### config.mk
export PLATFORM = sky130hd
export DESIGN_NAME = age_ordered_reservation_station_flat
export DESIGN_NICKNAME = d
export VERILOG_FILES = /design/src/rtl/age_ordered_reservation_station_if.sv /design/src/rtl/age_ordered_reservation_station.sv /design/src/flat_wrapper.sv
export SDC_FILE = /design/constraint.sdc
export NUM_CORES = 2
export LEC_CHECK = 0
export CAP_MARGIN = 20
export CORE_MARGIN = 4
export CORE_UTILIZATION = 35
export DETAILED_ROUTE_END_ITERATION = 10
export MAX_ROUTING_LAYER = met4
export RECOVER_POWER = 50
export SLEW_MARGIN = 20
export SYNTH_ARGS = -nofsm -noshare
export SYNTH_HDL_FRONTEND = slang
export SYNTH_SLANG_ARGS = --single-unit
### constraint.sdc
create_clock -name clk -period 32.3 [get_ports clk]
set_input_delay 3.23 -clock clk [delete_from_list [all_inputs] [get_ports clk]]
set_output_delay 3.23 -clock clk [all_outputs]
set_load 0.02 [all_outputs]
### src/rtl/age_ordered_reservation_station_if.sv
// Dispatch, broadcast and issue signals of the age-ordered reservation station.
// The master side is the rename/dispatch + CDB + execution-unit environment;
// the slave side is the station itself.
interface age_ordered_reservation_station_if #(
    parameter int DEPTH   = 8,
    parameter int DATA_W  = 32,
    parameter int TAG_W   = 6,
    parameter int CTL_W   = 5,
    parameter int NUM_CDB = 2
);
    localparam int OCC_W = $clog2(DEPTH) + 1;

    logic                        flush;
    logic                        disp_valid;
    logic                        disp_ready;
    logic [CTL_W-1:0]            disp_ctl;
    logic [TAG_W-1:0]            disp_tag;
    logic                        disp_src1_rdy;
    logic [TAG_W-1:0]            disp_src1_tag;
    logic [DATA_W-1:0]           disp_src1_val;
    logic                        disp_src2_rdy;
    logic [TAG_W-1:0]            disp_src2_tag;
    logic [DATA_W-1:0]           disp_src2_val;
    logic [NUM_CDB-1:0]          cdb_valid;
    logic [NUM_CDB*TAG_W-1:0]    cdb_tag;
    logic [NUM_CDB*DATA_W-1:0]   cdb_data;
    logic                        iss_valid;
    logic                        iss_ready;
    logic [CTL_W-1:0]            iss_ctl;
    logic [TAG_W-1:0]            iss_tag;
    logic [DATA_W-1:0]           iss_op1;
    logic [DATA_W-1:0]           iss_op2;
    logic [OCC_W-1:0]            occupancy;

    modport master (
        output flush, disp_valid, disp_ctl, disp_tag,
               disp_src1_rdy, disp_src1_tag, disp_src1_val,
               disp_src2_rdy, disp_src2_tag, disp_src2_val,
               cdb_valid, cdb_tag, cdb_data, iss_ready,
        input  disp_ready, iss_valid, iss_ctl, iss_tag, iss_op1, iss_op2, occupancy
    );

    modport slave (
        input  flush, disp_valid, disp_ctl, disp_tag,
               disp_src1_rdy, disp_src1_tag, disp_src1_val,
               disp_src2_rdy, disp_src2_tag, disp_src2_val,
               cdb_valid, cdb_tag, cdb_data, iss_ready,
        output disp_ready, iss_valid, iss_ctl, iss_tag, iss_op1, iss_op2, occupancy
    );
endinterface

### src/rtl/age_ordered_reservation_station.sv
// Age-ordered reservation station: holds dispatched ops until both operands
// are available (via dispatch, same-cycle CDB bypass or later CDB wakeup) and
// issues the oldest ready entry. Relative age is tracked with a DEPTH x DEPTH
// matrix, older_r[i][j] = 1 meaning entry i is older than entry j.
module age_ordered_reservation_station #(
    parameter int DEPTH   = 8,
    parameter int DATA_W  = 32,
    parameter int TAG_W   = 6,
    parameter int CTL_W   = 5,
    parameter int NUM_CDB = 2
) (
    input  logic clk,
    input  logic rst,
    age_ordered_reservation_station_if.slave rs
);
    localparam int IDX_W = $clog2(DEPTH);
    localparam int OCC_W = IDX_W + 1;

    typedef struct packed {
        logic              hit;
        logic [DATA_W-1:0] data;
    } cdb_hit_t;

    // Searches all CDB lanes for a tag; the lowest matching lane index wins.
    function automatic cdb_hit_t cdb_lookup(
        input logic [TAG_W-1:0]          tag,
        input logic [NUM_CDB-1:0]        vld,
        input logic [NUM_CDB*TAG_W-1:0]  tags,
        input logic [NUM_CDB*DATA_W-1:0] data
    );
        cdb_hit_t res;
        res = '0;
        for (int k = NUM_CDB - 1; k >= 0; k--) begin
            res = (vld[k] && (tags[k*TAG_W +: TAG_W] == tag)) ?
                  {1'b1, data[k*DATA_W +: DATA_W]} : res;
        end
        return res;
    endfunction

    // Entry state
    logic                valid_r  [DEPTH];
    logic [CTL_W-1:0]    ctl_r    [DEPTH];
    logic [TAG_W-1:0]    tag_r    [DEPTH];
    logic                s1_rdy_r [DEPTH];
    logic [TAG_W-1:0]    s1_tag_r [DEPTH];
    logic [DATA_W-1:0]   s1_val_r [DEPTH];
    logic                s2_rdy_r [DEPTH];
    logic [TAG_W-1:0]    s2_tag_r [DEPTH];
    logic [DATA_W-1:0]   s2_val_r [DEPTH];
    logic [DEPTH-1:0]    older_r  [DEPTH];
    logic [OCC_W-1:0]    occ_r;

    // Combinational helpers
    cdb_hit_t            w1_s [DEPTH];
    cdb_hit_t            w2_s [DEPTH];
    cdb_hit_t            d1_s;
    cdb_hit_t            d2_s;
    logic [DEPTH-1:0]    cand_s;
    logic [DEPTH-1:0]    oldest_s;
    logic [IDX_W-1:0]    sel_idx_s;
    logic [IDX_W-1:0]    free_idx_s;
    logic                iss_valid_s;
    logic                iss_fire_s;
    logic                disp_ready_s;
    logic                disp_fire_s;

    // CDB lookups for every waiting source and for the incoming dispatch.
    always_comb begin
        for (int i = 0; i < DEPTH; i++) begin
            w1_s[i] = cdb_lookup(s1_tag_r[i], rs.cdb_valid, rs.cdb_tag, rs.cdb_data);
            w2_s[i] = cdb_lookup(s2_tag_r[i], rs.cdb_valid, rs.cdb_tag, rs.cdb_data);
        end
        d1_s = cdb_lookup(rs.disp_src1_tag, rs.cdb_valid, rs.cdb_tag, rs.cdb_data);
        d2_s = cdb_lookup(rs.disp_src2_tag, rs.cdb_valid, rs.cdb_tag, rs.cdb_data);
    end

    // Oldest-ready pick: a candidate wins when no other candidate is older than it.
    always_comb begin
        cand_s    = '0;
        oldest_s  = '0;
        sel_idx_s = '0;
        for (int i = 0; i < DEPTH; i++) begin
            cand_s[i] = valid_r[i] & s1_rdy_r[i] & s2_rdy_r[i];
        end
        for (int i = 0; i < DEPTH; i++) begin
            oldest_s[i] = cand_s[i];
            for (int j = 0; j < DEPTH; j++) begin
                oldest_s[i] = oldest_s[i] & ~(cand_s[j] & older_r[j][i]);
            end
        end
        for (int i = DEPTH - 1; i >= 0; i--) begin
            sel_idx_s = oldest_s[i] ? IDX_W'(i) : sel_idx_s;
        end
    end

    // Lowest-index free slot for a new dispatch.
    always_comb begin
        free_idx_s = '0;
        for (int i = DEPTH - 1; i >= 0; i--) begin
            free_idx_s = (!valid_r[i]) ? IDX_W'(i) : free_idx_s;
        end
    end

    assign iss_valid_s  = |cand_s;
    assign iss_fire_s   = iss_valid_s & rs.iss_ready;
    assign disp_ready_s = (occ_r < OCC_W'(DEPTH));
    assign disp_fire_s  = rs.disp_valid & disp_ready_s & ~rs.flush;

    assign rs.disp_ready = disp_ready_s;
    assign rs.occupancy  = occ_r;
    assign rs.iss_valid  = iss_valid_s;
    assign rs.iss_ctl    = iss_valid_s ? ctl_r[sel_idx_s]    : '0;
    assign rs.iss_tag    = iss_valid_s ? tag_r[sel_idx_s]    : '0;
    assign rs.iss_op1    = iss_valid_s ? s1_val_r[sel_idx_s] : '0;
    assign rs.iss_op2    = iss_valid_s ? s2_val_r[sel_idx_s] : '0;

    // Entry, age-matrix and occupancy update: flush beats wakeup, issue and dispatch.
    always_ff @(posedge clk or posedge rst) begin
        if (rst) begin
            for (int i = 0; i < DEPTH; i++) begin
                valid_r[i]  <= 1'b0;
                ctl_r[i]    <= '0;
                tag_r[i]    <= '0;
                s1_rdy_r[i] <= 1'b0;
                s1_tag_r[i] <= '0;
                s1_val_r[i] <= '0;
                s2_rdy_r[i] <= 1'b0;
                s2_tag_r[i] <= '0;
                s2_val_r[i] <= '0;
                older_r[i]  <= '0;
            end
            occ_r <= '0;
        end else if (rs.flush) begin
            for (int i = 0; i < DEPTH; i++) begin
                valid_r[i] <= 1'b0;
                older_r[i] <= '0;
            end
            occ_r <= '0;
        end else begin
            for (int i = 0; i < DEPTH; i++) begin
                if (valid_r[i] && !s1_rdy_r[i] && w1_s[i].hit) begin
                    s1_rdy_r[i] <= 1'b1;
                    s1_val_r[i] <= w1_s[i].data;
                end
                if (valid_r[i] && !s2_rdy_r[i] && w2_s[i].hit) begin
                    s2_rdy_r[i] <= 1'b1;
                    s2_val_r[i] <= w2_s[i].data;
                end
            end
            if (iss_fire_s) begin
                valid_r[sel_idx_s] <= 1'b0;
            end
            if (disp_fire_s) begin
                valid_r[free_idx_s]  <= 1'b1;
                ctl_r[free_idx_s]    <= rs.disp_ctl;
                tag_r[free_idx_s]    <= rs.disp_tag;
                s1_tag_r[free_idx_s] <= rs.disp_src1_tag;
                s1_rdy_r[free_idx_s] <= rs.disp_src1_rdy | d1_s.hit;
                s1_val_r[free_idx_s] <= rs.disp_src1_rdy ? rs.disp_src1_val : d1_s.data;
                s2_tag_r[free_idx_s] <= rs.disp_src2_tag;
                s2_rdy_r[free_idx_s] <= rs.disp_src2_rdy | d2_s.hit;
                s2_val_r[free_idx_s] <= rs.disp_src2_rdy ? rs.disp_src2_val : d2_s.data;
                // New entry is younger than everything currently held.
                older_r[free_idx_s]  <= '0;
                for (int i = 0; i < DEPTH; i++) begin
                    older_r[i][free_idx_s] <= valid_r[i];
                end
            end
            occ_r <= occ_r + OCC_W'(disp_fire_s) - OCC_W'(iss_fire_s);
        end
    end
endmodule
### src/flat_wrapper.sv
// flat-port wrapper written by rule: the top's interface ports become plain ports
module age_ordered_reservation_station_flat 
#(
    parameter int DEPTH   = 8,
    parameter int DATA_W  = 32,
    parameter int TAG_W   = 6,
    parameter int CTL_W   = 5,
    parameter int NUM_CDB = 2
)
  (clk, rst, rs_flush, rs_disp_valid, rs_disp_ctl, rs_disp_tag, rs_disp_src1_rdy, rs_disp_src1_tag, rs_disp_src1_val, rs_disp_src2_rdy, rs_disp_src2_tag, rs_disp_src2_val, rs_cdb_valid, rs_cdb_tag, rs_cdb_data, rs_iss_ready, rs_disp_ready, rs_iss_valid, rs_iss_ctl, rs_iss_tag, rs_iss_op1, rs_iss_op2, rs_occupancy);
  age_ordered_reservation_station_if #(.DEPTH(DEPTH), .DATA_W(DATA_W), .TAG_W(TAG_W), .CTL_W(CTL_W), .NUM_CDB(NUM_CDB)) rs_i ();
  input  logic clk;
  input  logic rst;
  input wire logic [$bits(rs_i.flush)-1:0] rs_flush;
  input wire logic [$bits(rs_i.disp_valid)-1:0] rs_disp_valid;
  input wire logic [$bits(rs_i.disp_ctl)-1:0] rs_disp_ctl;
  input wire logic [$bits(rs_i.disp_tag)-1:0] rs_disp_tag;
  input wire logic [$bits(rs_i.disp_src1_rdy)-1:0] rs_disp_src1_rdy;
  input wire logic [$bits(rs_i.disp_src1_tag)-1:0] rs_disp_src1_tag;
  input wire logic [$bits(rs_i.disp_src1_val)-1:0] rs_disp_src1_val;
  input wire logic [$bits(rs_i.disp_src2_rdy)-1:0] rs_disp_src2_rdy;
  input wire logic [$bits(rs_i.disp_src2_tag)-1:0] rs_disp_src2_tag;
  input wire logic [$bits(rs_i.disp_src2_val)-1:0] rs_disp_src2_val;
  input wire logic [$bits(rs_i.cdb_valid)-1:0] rs_cdb_valid;
  input wire logic [$bits(rs_i.cdb_tag)-1:0] rs_cdb_tag;
  input wire logic [$bits(rs_i.cdb_data)-1:0] rs_cdb_data;
  input wire logic [$bits(rs_i.iss_ready)-1:0] rs_iss_ready;
  output wire logic [$bits(rs_i.disp_ready)-1:0] rs_disp_ready;
  output wire logic [$bits(rs_i.iss_valid)-1:0] rs_iss_valid;
  output wire logic [$bits(rs_i.iss_ctl)-1:0] rs_iss_ctl;
  output wire logic [$bits(rs_i.iss_tag)-1:0] rs_iss_tag;
  output wire logic [$bits(rs_i.iss_op1)-1:0] rs_iss_op1;
  output wire logic [$bits(rs_i.iss_op2)-1:0] rs_iss_op2;
  output wire logic [$bits(rs_i.occupancy)-1:0] rs_occupancy;
  assign rs_i.flush = rs_flush;
  assign rs_i.disp_valid = rs_disp_valid;
  assign rs_i.disp_ctl = rs_disp_ctl;
  assign rs_i.disp_tag = rs_disp_tag;
  assign rs_i.disp_src1_rdy = rs_disp_src1_rdy;
  assign rs_i.disp_src1_tag = rs_disp_src1_tag;
  assign rs_i.disp_src1_val = rs_disp_src1_val;
  assign rs_i.disp_src2_rdy = rs_disp_src2_rdy;
  assign rs_i.disp_src2_tag = rs_disp_src2_tag;
  assign rs_i.disp_src2_val = rs_disp_src2_val;
  assign rs_i.cdb_valid = rs_cdb_valid;
  assign rs_i.cdb_tag = rs_cdb_tag;
  assign rs_i.cdb_data = rs_cdb_data;
  assign rs_i.iss_ready = rs_iss_ready;
  assign rs_disp_ready = rs_i.disp_ready;
  assign rs_iss_valid = rs_i.iss_valid;
  assign rs_iss_ctl = rs_i.iss_ctl;
  assign rs_iss_tag = rs_i.iss_tag;
  assign rs_iss_op1 = rs_i.iss_op1;
  assign rs_iss_op2 = rs_i.iss_op2;
  assign rs_occupancy = rs_i.occupancy;
  age_ordered_reservation_station #(.DEPTH(DEPTH), .DATA_W(DATA_W), .TAG_W(TAG_W), .CTL_W(CTL_W), .NUM_CDB(NUM_CDB)) u_core (.clk(clk), .rst(rst), .rs(rs_i));
endmodule
==> metrics.yaml <==
floorplanning:
  die_w_um: 374
  dieHeight_um: 374
  rows: 134
  fp.coreArea_mm2: 0.133
  fp.dieArea_mm2: 0.140
  start_util: 0.352
  io_pins: 253
clocking:
  cts_buffers: 92
  cts_root_buf: "clkbuf_16"
  cts_resized: 0
  cts_tree: "built"
  clkTransAtPathRegs_ns: 0.06
  post_cts_buffers: 0
  clock_latency_ns: 0.72
  htree_levels: 3
  clockBufferDepth: 3
  postCtsHoldBufs: 0
  cts.sinks: 788
timing:
  period_needed_ns: 16.27
  final.period_utilization: 0.504
  hold_viol_final: 0
  rsz0062_at_grt: "false"
  fin_ws_ns: 16.03
  slew_headroom: -5.25
  worstMarginPinSlew_ns: 9.37
  slew_violations: 1279
  fmax_ghz: 0.0614
  tns_ns: 0
  worst_hold_slack_ns: 0.470
  skew_ns: 0.0289
  setup_violations: 0
detailed_routing:
  wl_um: 227000
  viasPerCell: 6.80
  ant_nets: 0
  drtIter0Drc: 7907
  drt_first_pass_iters: 9
  drc: 0
  via_count: 48000
  wl_per_cell_um: 32.1
setup_path:
  startpoint_type: "primary input"
  r2r-start: "u_core.rs.occupancy[3]$_DFF_PP0_"
  end_kind: "async pin"
  worstSetupStartpoint: "rst"
  crit_fanout: 171
  worst-setup-path-type: "primary input to async pin"
  required_ns: 32.20
  crit_arrival_ns: 16.18
grt:
  grt_pass1_wl_um: 325000
  grt_max_degree: 172
  grt_pass1_vias: 45600
  antenna_found_initial: 36
  grt_usage: 0.317
  grt-ovfl-total: 0
pwr:
  switchingPower_mw: 0.935
  seqPwrFrac: 0.421
  p_comb_frac: 0.211
  p_leak_nw: 21.9
  p_clk_frac: 0.368
  power.internal_mw: 2.04
  swShare: 0.315
  power_per_cell_area_mw_per_mm2: 55.3
  ir_drop_uv: 41.9
  power.total_mw: 2.97
yosys:
  ys_ff_latch: 788
  synth_nets: 5491
  synth_ff_type: "dfrtp_1"
  synthTopCellsByArea: "dfrtp_1 (42%), nand2_1 (5.2%), o221a_2 (4.6%)"
  synth_cells: 5314
  synth_edf_count: 0
  avgSynthCellArea_um2: 8.84
  synth_top_area_share: 0.420
  yosysUniqueCellTypes: 77
  netlist_area_mm2: 0.0470
  yosys_warnings: 0
  yosysSeqAreaShare: 0.420
  yosysTopAreaCell: "dfrtp_1"
  async_flop_share: 1.00
place:
  io_buffers: 252
  dp_slack_ns: 22.77
  hpwl_um: 132000
  place.gp.congestion: 0.947
final_layout:
  utilization: 0.403
  n_fill_cell: 13200
  multi_input_area_mm2: 0.0245
  finalNetCount: 5356
  seq_area_mm2: 0.0197
  layout_common_cells: "dfrtp_1 (788), nand2_1 (648), nor2_1 (493)"
  final_common_cell: "dfrtp_1"
  drive_above_1_share: 0.119
  area_growth_pct: 14.5
status:
  failed_checks: "max-capacitance violations, max-slew violations"
  status: "complete, but fails checks"
hold_path:
  min-delay-start: "u_core.tag_r[11]$_DFFE_PP0P_"
  hp-class: "register to register"
job:
  maxCapViolCount: 18
synthesized netlist by cell type (all sizes together), types with 4 or more instances:
cell	n
clkbuf	486
or4	36
nor3	80
xor2	104
o32ai	136
a22o	5
o22ai	181
nand4	95
nand2	651
buf	138
a211oi	8
a221o	9
and3	18
or3	6
mux2	92
a22oi	15
nand3	17
o2111ai	106
a31oi	101
nor4	30
o21a	8
o211ai	73
xnor2	115
o221ai	75
nand2b	5
a311oi	4
ha	4
a32oi	12
inv	144
nor2b	7
or2	7
a21o	6
o22a	33
a2bb2oi	65
a21oi	421
and2	6
a211o	4
dfrtp	788
nor2	496
o21ai	247
mux2i	101
o32a	150
o221a	193
per-stage QoR:
stage / cell area [um2] / instances
2_1_floorplan: 47000 / 5314
3_3_place_gp: 50600 / 6850
3_5_place_dp: 50700 / 6850
4_1_cts: 53700 / 7017
5_1_grt: 53700 / 7054
6_report: 53700 / 7057
metal layers:
layer	wire, um	part of all wire	track usage
met5	0	0	-
met4	13700	0.061	0.161
met3	32800	0.14	0.115
met2	94700	0.42	0.443
met1	85400	0.38	0.401
worst max-delay path, cell delays in order:
cell and delay [ns]:
dlygate4sd3_1 0.55, clkinvlp_2 2.14, clkbuf_1 6.68, clkbuf_1 3.13
path summary, 6_finish.rpt:
| path | endpoint | slack (ns) | cells past startpoint |
|---|---|---|---|
| min in group asynchronous | u_core.s2_val_r[71]$_DFFE_PP0N_ | 4.14 | 2 |
| max | u_core.ctl_r[2]$_DFFE_PP0P_ | 16.03 | 4 |
| min reg2reg | u_core.tag_r[11]$_DFFE_PP0P_ | 0.47 | 2 |
| max in group clk | u_core.s1_val_r[191]$_DFFE_PP0N_ | 16.75 | 7 |
| max reg2reg | u_core.s2_rdy_r[2]$_DFFE_PP0N_ | 25.38 | 9 |
| min | u_core.tag_r[11]$_DFFE_PP0P_ | 0.47 | 2 |
area by class of cell:
type,instances,share of cell area
inverters,146,0.0102
clock inverters,24,0.00563
repair buffers,395,0.0673
multi-input cells,3756,0.456
clock buffers,143,0.0509
well taps,1768,0.0412
flip-flops and latches,788,0.367
diodes,37,0.00172
flip-flops by register name, summed over array words and instances, names as in the netlist:
name / flops
u_core.s2_rdy_r: 8
u_core.older_r: 64
u_core.s1_tag_r: 48
u_core.s2_val_r: 256
u_core.s1_rdy_r: 8
u_core.rs.occupancy: 4
u_core.valid_r: 8
u_core.s2_tag_r: 48
u_core.s1_val_r: 256
u_core.tag_r: 48
u_core.ctl_r: 40
cell families after synthesis:
group / after synthesis / synth area share
multiplexers: 193 / 0.0436
buffers and inverters: 770 / 0.0666
AO/OA/AOI/OAI: 1873 / 0.293
flip-flops: 788 / 0.420
adder cells (fa/ha/maj): 5 / 0.00149
AND/OR/NAND/NOR: 1466 / 0.134
XOR/XNOR: 219 / 0.0409
power by group through the flow:
stage / combinational [mW] / sequential (mW) / clock, mW
2_1_floorplan: 0.419 / 1.23 / 0
3_3_place_gp: 0.600 / 1.26 / 0
3_5_place_dp: 0.614 / 1.26 / 0
4_1_cts: 0.615 / 1.24 / 1.10
5_1_grt: 0.666 / 1.26 / 1.14
6_report: 0.626 / 1.25 / 1.09
No activity file was read; power rests on OpenSTA's default activity.
